<file path="src/rtl/imem_loader_pkg.sv">
// Shared types and constants for the boot-time instruction-memory loader.
package imem_loader_pkg;

    localparam int LEN_W      = 16;
    localparam int WORD_BYTES = 4;

    typedef enum logic [2:0] {
        ST_IDLE   = 3'd0,
        ST_LEN_LO = 3'd1,
        ST_LEN_HI = 3'd2,
        ST_DATA   = 3'd3,
        ST_CSUM   = 3'd4,
        ST_DONE   = 3'd5,
        ST_ERROR  = 3'd6
    } state_e;

    // Byte address of word idx; wraps modulo 2^32 by construction.
    function automatic logic [31:0] word_addr(input logic [31:0] base, input logic [LEN_W-1:0] idx);
        return base + {14'd0, idx, 2'b00};
    endfunction

endpackage

</file>
<file path="src/rtl/imem_loader_byte_packer.sv">
// Packs a little-endian byte stream into 32-bit words; word_valid is a registered
// one-cycle pulse in the cycle after the lane-3 byte is accepted.
module byte_packer
    import imem_loader_pkg::*;
(
    input  logic        clk,
    input  logic        areset,
    input  logic        clear,
    input  logic        byte_valid,
    input  logic [7:0]  byte_in,
    output logic [1:0]  lane,
    output logic        word_valid,
    output logic [31:0] word
);

    localparam logic [1:0] LANE_LAST = 2'(WORD_BYTES - 1);

    logic [1:0]  lane_q, lane_d;
    logic [23:0] shift_q, shift_d;
    logic [31:0] word_q, word_d;
    logic        word_valid_q, word_valid_d;

    always_comb begin
        lane_d       = lane_q;
        shift_d      = shift_q;
        word_d       = word_q;
        word_valid_d = 1'b0;
        if (clear) begin
            lane_d = 2'd0;
        end else if (byte_valid) begin
            lane_d  = lane_q + 2'd1;
            shift_d = {byte_in, shift_q[23:8]};
            // The newest byte lands on top, so the first byte of the word ends up in [7:0].
            if (lane_q == LANE_LAST) begin
                word_valid_d = 1'b1;
                word_d       = {byte_in, shift_q};
            end
        end
    end

    always_ff @(posedge clk or negedge areset) begin
        if (!areset) begin
            lane_q       <= 2'd0;
            shift_q      <= 24'd0;
            word_q       <= 32'd0;
            word_valid_q <= 1'b0;
        end else begin
            lane_q       <= lane_d;
            shift_q      <= shift_d;
            word_q       <= word_d;
            word_valid_q <= word_valid_d;
        end
    end

    assign lane       = lane_q;
    assign word_valid = word_valid_q;
    assign word       = word_q;

endmodule

</file>
<file path="src/rtl/imem_loader.sv">
// Boot loader: receives a length-prefixed, XOR-checksummed byte frame, writes it
// into instruction memory from BASE_ADDR and releases core_hold once it checks out.
module imem_loader
    import imem_loader_pkg::*;
#(
    parameter logic [31:0] BASE_ADDR = 32'h0000_0000,
    parameter int          MAX_WORDS = 1024
) (
    input  logic        clk,
    input  logic        areset,
    input  logic        rx_valid,
    input  logic [7:0]  rx_data,
    output logic        rx_ready,
    input  logic        restart,
    output logic        im_we,
    output logic [31:0] im_addr,
    output logic [31:0] im_wdata,
    output logic        core_hold,
    output logic        done,
    output logic        err,
    output logic [2:0]  dbg_state
);

    // Handshake: a byte moves on every rising edge where rx_valid && rx_ready are both
    // high; rx_ready is registered and depends only on state, never on rx_valid.

    state_e             state_q, state_d;
    logic [7:0]         len_lo_q, len_lo_d;
    logic [LEN_W-1:0]   n_q, n_d;
    logic [LEN_W-1:0]   idx_q, idx_d;
    logic [7:0]         xor_q, xor_d;
    logic               rx_ready_q, rx_ready_d;
    logic               core_hold_q, core_hold_d;
    logic               done_q, done_d;
    logic               err_q, err_d;

    logic               fire;
    logic [LEN_W-1:0]   len_rx;
    logic [1:0]         lane;
    logic               word_valid;
    logic [31:0]        word;

    assign fire   = rx_valid && rx_ready_q;
    assign len_rx = {rx_data, len_lo_q};

    byte_packer u_packer (
        .clk        (clk),
        .areset     (areset),
        .clear      (state_q == ST_LEN_HI),
        .byte_valid (fire && (state_q == ST_DATA)),
        .byte_in    (rx_data),
        .lane       (lane),
        .word_valid (word_valid),
        .word       (word)
    );

    always_comb begin
        state_d  = state_q;
        len_lo_d = len_lo_q;
        n_d      = n_q;
        idx_d    = idx_q;
        xor_d    = xor_q;
        if (word_valid) begin
            idx_d = idx_q + 16'd1;
        end
        case (state_q)
            ST_IDLE: state_d = ST_LEN_LO;
            ST_LEN_LO: begin
                if (fire) begin
                    len_lo_d = rx_data;
                    state_d  = ST_LEN_HI;
                end
            end
            ST_LEN_HI: begin
                idx_d = '0;
                xor_d = 8'd0;
                if (fire) begin
                    n_d = len_rx;
                    if (len_rx == '0) begin
                        state_d = ST_CSUM;
                    end else if (len_rx > LEN_W'(MAX_WORDS)) begin
                        state_d = ST_ERROR;
                    end else begin
                        state_d = ST_DATA;
                    end
                end
            end
            ST_DATA: begin
                if (fire) begin
                    xor_d = xor_q ^ rx_data;
                    // Earlier words were written at least three cycles ago, so idx_q
                    // already counts them when the final byte arrives.
                    if ((lane == 2'd3) && (idx_q == n_q - 16'd1)) begin
                        state_d = ST_CSUM;
                    end
                end
            end
            ST_CSUM: begin
                if (fire) begin
                    state_d = (rx_data == xor_q) ? ST_DONE : ST_ERROR;
                end
            end
            ST_DONE, ST_ERROR: begin
                if (restart) begin
                    state_d = ST_IDLE;
                end
            end
            default: state_d = ST_IDLE;
        endcase

        rx_ready_d  = (state_d == ST_LEN_LO) || (state_d == ST_LEN_HI) ||
                      (state_d == ST_DATA)   || (state_d == ST_CSUM);
        core_hold_d = (state_d != ST_DONE);
        done_d      = (state_d == ST_DONE);
        err_d       = (state_d == ST_ERROR);
    end

    always_ff @(posedge clk or negedge areset) begin
        if (!areset) begin
            state_q     <= ST_IDLE;
            len_lo_q    <= 8'd0;
            n_q         <= '0;
            idx_q       <= '0;
            xor_q       <= 8'd0;
            rx_ready_q  <= 1'b0;
            core_hold_q <= 1'b1;
            done_q      <= 1'b0;
            err_q       <= 1'b0;
        end else begin
            state_q     <= state_d;
            len_lo_q    <= len_lo_d;
            n_q         <= n_d;
            idx_q       <= idx_d;
            xor_q       <= xor_d;
            rx_ready_q  <= rx_ready_d;
            core_hold_q <= core_hold_d;
            done_q      <= done_d;
            err_q       <= err_d;
        end
    end

    assign rx_ready  = rx_ready_q;
    assign im_we     = word_valid;
    assign im_addr   = word_addr(BASE_ADDR, idx_q);
    assign im_wdata  = word;
    assign core_hold = core_hold_q;
    assign done      = done_q;
    assign err       = err_q;
    assign dbg_state = state_q;

endmodule
</file>
<file path="config.mk">
export PLATFORM = sky130hd
export DESIGN_NAME = imem_loader
export DESIGN_NICKNAME = d
export VERILOG_FILES = /design/src/rtl/imem_loader_pkg.sv /design/src/rtl/imem_loader_byte_packer.sv /design/src/rtl/imem_loader.sv
export SDC_FILE = /design/constraint.sdc
export NUM_CORES = 1
export LEC_CHECK = 0
export BUFFER_PORTS_ARGS = -buffer_cell sky130_fd_sc_hd__buf_2
export CAP_MARGIN = 20
export CORE_UTILIZATION = 55
export CTS_BUF_LIST = sky130_fd_sc_hd__clkbuf_4
export DETAILED_ROUTE_END_ITERATION = 6
export GPL_TIMING_DRIVEN = 0
export PLACE_DENSITY = 0.78
export SLEW_MARGIN = 20
export SYNTH_ARGS = -nofsm -noshare
export SYNTH_HDL_FRONTEND = slang
export SYNTH_SLANG_ARGS = --single-unit
export TNS_END_PERCENT = 50
</file>
<file path="constraint.sdc">
create_clock -name clk -period 6.4 [get_ports clk]
set_input_delay 0.32 -clock clk [delete_from_list [all_inputs] [get_ports clk]]
set_output_delay 0.32 -clock clk [all_outputs]
set_load 0.01 [all_outputs]
</file>
After elaboration in Yosys (flattened, before gate mapping)

Index checks and enable logic that the tools add are counted.

Register bits: 114
Bits in latches: 0
Memory bits (writable): 0
ROM bits: 0
Input bits: 12
Output and inout bits: 72
Logic and storage cells: 72
Memories: 0

Add/subtract/negate cells: 3
Multiply operators: 0
Divide/modulo/power cells: 0
$lt $le $gt $ge: 1
Equality and inequality tests: 17
Shifts and indexed selects: 0
Mux-type cells: 19
Bitwise operators: 2
Reductions and logical operators: 17

Operators with widths:

| cell                                                                    | count |
|---|---|
| 16-bit 2-to-1 mux                                                       | 2 |
| 3-bit 2-to-1 mux                                                        | 8 |
| 3-bit == test (second input constant)                                   | 6 |
| 3-bit case mux with 6 select lines                                      | 1 |
| 16-bit by 1-bit adder with 16-bit output (second input constant)        | 1 |
| 16-bit == test                                                          | 1 |
| 16-bit by 11-bit > comparator with 1-bit output (second input constant) | 1 |
| 16-bit zero test                                                        | 1 |
| 8-bit case mux with 2 select lines                                      | 1 |
| 16-bit by 1-bit subtractor with 16-bit output (second input constant)   | 1 |
| 3-bit by 2-bit == test with 1-bit output (second input constant)        | 4 |
| 8-bit == test                                                           | 1 |
| 8-bit 2-to-1 mux                                                        | 1 |
| 2-bit AND reduction                                                     | 4 |
| 8-bit bitwise XOR                                                       | 1 |
| 3-bit by 1-bit == test with 1-bit output (second input constant)        | 2 |
| 2-bit 2-to-1 mux                                                        | 3 |
| 2-bit nonzero test                                                      | 3 |
| 1-bit logical AND                                                       | 3 |
| 3-bit zero test                                                         | 1 |
| 1-bit logical OR                                                        | 3 |
| 1-bit 2-to-1 mux                                                        | 3 |
| 3-bit != test (second input constant)                                   | 1 |
| 3-bit AND reduction                                                     | 1 |
| 5 further kinds                                                         | 5 |

Longest topological paths before layout

Depth in word-level cells: 10
Gate-level depth with buffers: 10
Depth with buffers taken out: 9

Cells and area by module

A second synthesis with hierarchy kept.

Cells, all modules: 474
Area total of the unflattened synthesis: 5,789.3 µm²

By module, submodules not included:

| module      | times used | cells each | area an instance (µm²) | sequential area each (µm²) |
|---|---|---|---|---|
| imem_loader | 1          | 345        | 3,337.0                | 1,377.6 |
| byte_packer | 1          | 129        | 2,452.4                | 1,476.4 |

Worst setup path after synthesis

OpenSTA, ideal clock, no wires.

Path kind: flip-flop to flip-flop
Start: reg n_q[0]
End: reg err_q, in the netlist err
Setup time: 0.065 ns
Arrival: 2.386 ns
Required time: 6.335 ns
Setup slack: 3.950 ns
Cell stages (with the launch flop): 11
Path buffers: 1
Clock period less this slack: 2.450 ns
Path through: dfrtp_1 -> inv_1 -> ha_1 -> or3b_1 -> buf_2 -> or4_1 -> a32o_1 -> nor4_2 -> nand4_1 -> o21bai_2 -> and2b_1

Word-level cells in the longest chain between the ends: 7

RTL lines:

| item                                          | RTL line           | text |
|---|---|---|
| start, declared                               | imem_loader.sv:29  | `logic [LEN_W-1:0] n_q, n_d;` |
| start signal, assigned                        | imem_loader.sv:132 | `n_q <= n_d;` |
| 16-bit by 1-bit subtractor with 16-bit output | imem_loader.sv:93  | `if ((lane == 2'd3) && (idx_q == n_q - 16'd1)) begin` |
| 16-bit == test                                | imem_loader.sv:93  |  |
| 1-bit logical AND                             | imem_loader.sv:93  |  |
| 3-bit 2-to-1 mux                              | imem_loader.sv:93  |  |
| 3-bit 2-to-1 mux                              | imem_loader.sv:89  | `if (fire) begin` |
| 3-bit case mux with 6 select lines            | imem_loader.sv:66  | `case (state_q)` |
| named net state_d[2]                          | imem_loader.sv:27  | `state_e state_q, state_d;` |
| 3-bit == test                                 | imem_loader.sv:115 | `err_d = (state_d == ST_ERROR);` |
| named net err_d                               | imem_loader.sv:35  | `logic err_q, err_d;` |
| end signal, assigned                          | imem_loader.sv:138 | `err_q <= err_d;` |
| end, declared                                 | imem_loader.sv:35  |  |

The timed path passes the listed nets, and every way through them passes these cells.
A chain may end at the register's enable or synchronous reset.

Worst setup path in the final report

Start: reg n_q[0]
End: reg state_q[0], in the netlist dbg_state[0]

Word-level cells in the longest chain between the ends: 6

RTL lines:

| item                                          | RTL line           | text |
|---|---|---|
| 16-bit by 1-bit subtractor with 16-bit output | imem_loader.sv:93  |  |
| 16-bit == test                                | imem_loader.sv:93  |  |
| 1-bit logical AND                             | imem_loader.sv:93  |  |
| 3-bit 2-to-1 mux                              | imem_loader.sv:93  |  |
| 3-bit 2-to-1 mux                              | imem_loader.sv:89  |  |
| 3-bit case mux with 6 select lines            | imem_loader.sv:66  |  |
| named net state_d[0]                          | imem_loader.sv:27  |  |
| end signal, assigned                          | imem_loader.sv:130 | `state_q <= state_d;` |
| end, declared                                 | imem_loader.sv:27  |  |

The timed path passes the listed nets, and every way through them passes these cells.

==> results.yml <==
logic_synthesis:
  synth_warnings: 0
  syn_area_sq_mm: 0.00539
  netlist_instances: 512
  synthTopCellsByArea: "dfrtp_1 (52%), mux2_2 (10%), nand2_1 (6.9%)"
  synthDistinctLibCells: 53
  synth.top_cell.area_share_pct: 52.4
  syn_avg_cell_area_sq_um: 10.5
  synth-edff-count: 0
  synth-async-reset-ratio_pct: 100
  ys.flop_type: "dfrtp_1"
  yosys.area.top_type: "dfrtp_1"
  ys_ff_latch: 114
  ys_seq_area_share_pct: 52.9
timing:
  setup_tns_ps: 0
  relSlewSlack_pct: 36.9
  period_minus_slack_ps: 2780
  slew_violations: 0
  finalHoldViolations: 0
  rsz0062_at_grt: "false"
  setup_viol: 0
  skew_ps: 20.3
  fin_crit_sh_pct: 43.5
  fmax_mhz: 359
  worst_pin_slew_ps: 939
floorplanning:
  die_area_sq_mm: 0.0102
  ios: 84
  start_util_pct: 57.5
  fp-row-count: 35
  die_h_um: 101
  core_area_sq_mm: 0.00937
  die_x_um: 101
power:
  seq_power_share_pct: 47.2
  net-switching-power_uw: 879
  p_comb_share_pct: 31.6
  irDropWorstVdd_mv: 0.174
  power.share.clock_pct: 21.2
  swShare_pct: 38.0
  power_leakage_uw: 0.00313
  total_power_uw: 2310
  p_int_uw: 1430
  powerDensity_mw_per_mm2: 371
setup_path:
  worst_setup_path_start_kind: "flip-flop"
  worst_path_dominant_cell_family: "simple AND/OR/NAND/NOR gates"
  worstPathArrival_ps: 3160
  critical_path_depth: 10
  slowest_delay_ps: 500
  r2r_cells: 10
  cp_cell_sequence: "inv_1 -> ha_1 -> or3b_1 -> buf_2 -> or4_1 -> a32o_1 -> nor4_2 -> nand4_1 -> nand2_1 -> o211ai_1"
  crit_slowest_cell: "or4_1"
  required_ps: 6780
  crit_fanout: 7
  critPathBufInv: 2
  end_kind: "flip-flop"
  critPathKind: "flip-flop to flip-flop"
place:
  io_buffers: 65
  gp_congestion: 0.907
  dp_hpwl_um: 8240
  dpl.cell_count: 722
  dpl_cell_area_sq_mm: 0.00597
clocking:
  cts_root_buf: "clkbuf_4"
  cts_made_buffers: 17
  clk_latency_ps: 520
  h-tree-depth: 4
  cts_tree: "built"
  ctsResizeCount: 0
  cts.sinks: 114
  cts_buffer_depth: 2
  clk_pin_slew_ps: 100
flow_run:
  maxCapViolations: 0
hold_path:
  hold_path.class: "input port to flip-flop"
  hold_depth: 3
detailed_routing:
  drt_iter0_drc: 220
  drc: 0
  wl_per_cell_um: 15.1
  drtAntennaViolNets: 0
  vias: 4114
  drt_wl_total_um: 11400
  via_per_inst: 5.45
  drt_pass1_iterations: 7
global_routing:
  antenna_found_initial: 0
  grt_pass1_vias: 3938
  grtUsageTotal_pct: 24.2
  grt_pass1_wl_um: 18900
  overflow: 0
  grt_max_degree: 60
cells_and_area:
  fin_cells: 755
  nFillCells: 765
  synthToLayoutAreaGrowth_pct: 15.7
  layout_common_cells: "dfrtp_1 (113), nand2_1 (99), buf_2 (65)"
  layout-drive-gt1-share_pct: 27.2
  final_common_cell: "dfrtp_1"
  finalInstanceArea_sq_mm: 0.00624
  final_nets: 628
  final_util_pct: 66.6
  insertedDiodeCount: 0
outcome:
  outcome: "finished, final reports clean"
## stage by stage
stage	hold slack, ps	worst slack [ps]
floorplan	24.4	3950
global route	123	3450
CTS	116	3630
detailed placement	316	3650
finish	139	3620
global placement	457	3700
## cell usage after synthesis (4+ instances only)
cell / number
dfrtp_1: 113
nand2_1: 99
mux2_2: 49
xnor2_1: 27
o21ai_0: 26
nor2_1: 24
clkbuf_1: 19
buf_4: 16
xor2_1: 14
a21oi_1: 12
inv_1: 11
nor4_1: 10
nor3_1: 9
nand4_1: 7
or3_1: 7
nand3_1: 6
and3_1: 5
or4_1: 5
mux2_1: 4
## registers in the layout (all words and copies together) (netlist names)
name	count
dbg_state	3
len_lo_q	8
rx_ready	1
u_packer.word_valid	1
n_q	16
u_packer.word	32
err	1
done	1
idx_q	16
xor_q	8
core_hold	1
u_packer.shift_q	24
u_packer.lane	2
## power by group through the flow
stage | combinational [uW] | clock [uW] | sequential [uW]
4_1_cts | 729 | 501 | 1090
3_3_place_gp | 688 | 0 | 1090
6_report | 731 | 490 | 1090
3_5_place_dp | 725 | 0 | 1100
2_1_floorplan | 541 | 0 | 1070
5_1_grt | 812 | 530 | 1120
## cell type report
cell class	count	area (sq um)	area share, %
repair buffers	67	369	5.92
clock inverters	15	133	2.13
multi-input cells	363	2340	37.6
plain buffers	39	208	3.33
clock buffers	17	128	2.05
well taps	129	161	2.59
flip-flops and latches	114	2850	45.7
inverters	11	41.3	0.662
## timing repair
action	4_1_cts	5_1_grt
hold buffers	1	0
endpoints found under the hold margin	55	0
setup buffers	0	0
## logic make-up after synthesis
kind of cell	count (synthesis)	synth area share (%)
other cells	1	0.0696
compound gates	59	7.06
simple gates	188	16.3
fa+ha+maj	3	0.696
mux	56	11.6
xor+xnor	41	6.66
flops	114	52.9
buf+inv	50	4.62
## worst register-to-register path, delay by kind of cell (launching register included)
kind,cells,cell delay [ps]
AOI/OAI and AO/OA,2,360
adders and majority gates,1,200
buffers and inverters,2,260
DFF,1,440
and+or+nand+nor,5,1400
## layer usage
layer	vias to the layer above	track usage (%)	routed length (um)
met4	0	9.70	161
met1	1999	33.9	5250
met3	17	4.02	658
li1	1944	-	-
met5	-	0	0
met2	154	38.0	5350
## final timing paths
path	from	slack, ps	to
min	rx_data[4]	140	u_packer.shift_q[20]
max reg2reg	n_q[0]	3620	dbg_state[0]
min reg2reg	u_packer.shift_q[1]	490	u_packer.shift_q[1]
max	n_q[0]	3620	dbg_state[0]
min in group asynchronous	areset	320	u_packer.word[3]
max in group asynchronous	areset	5390	core_hold
(Power assumes the default switching activity.)
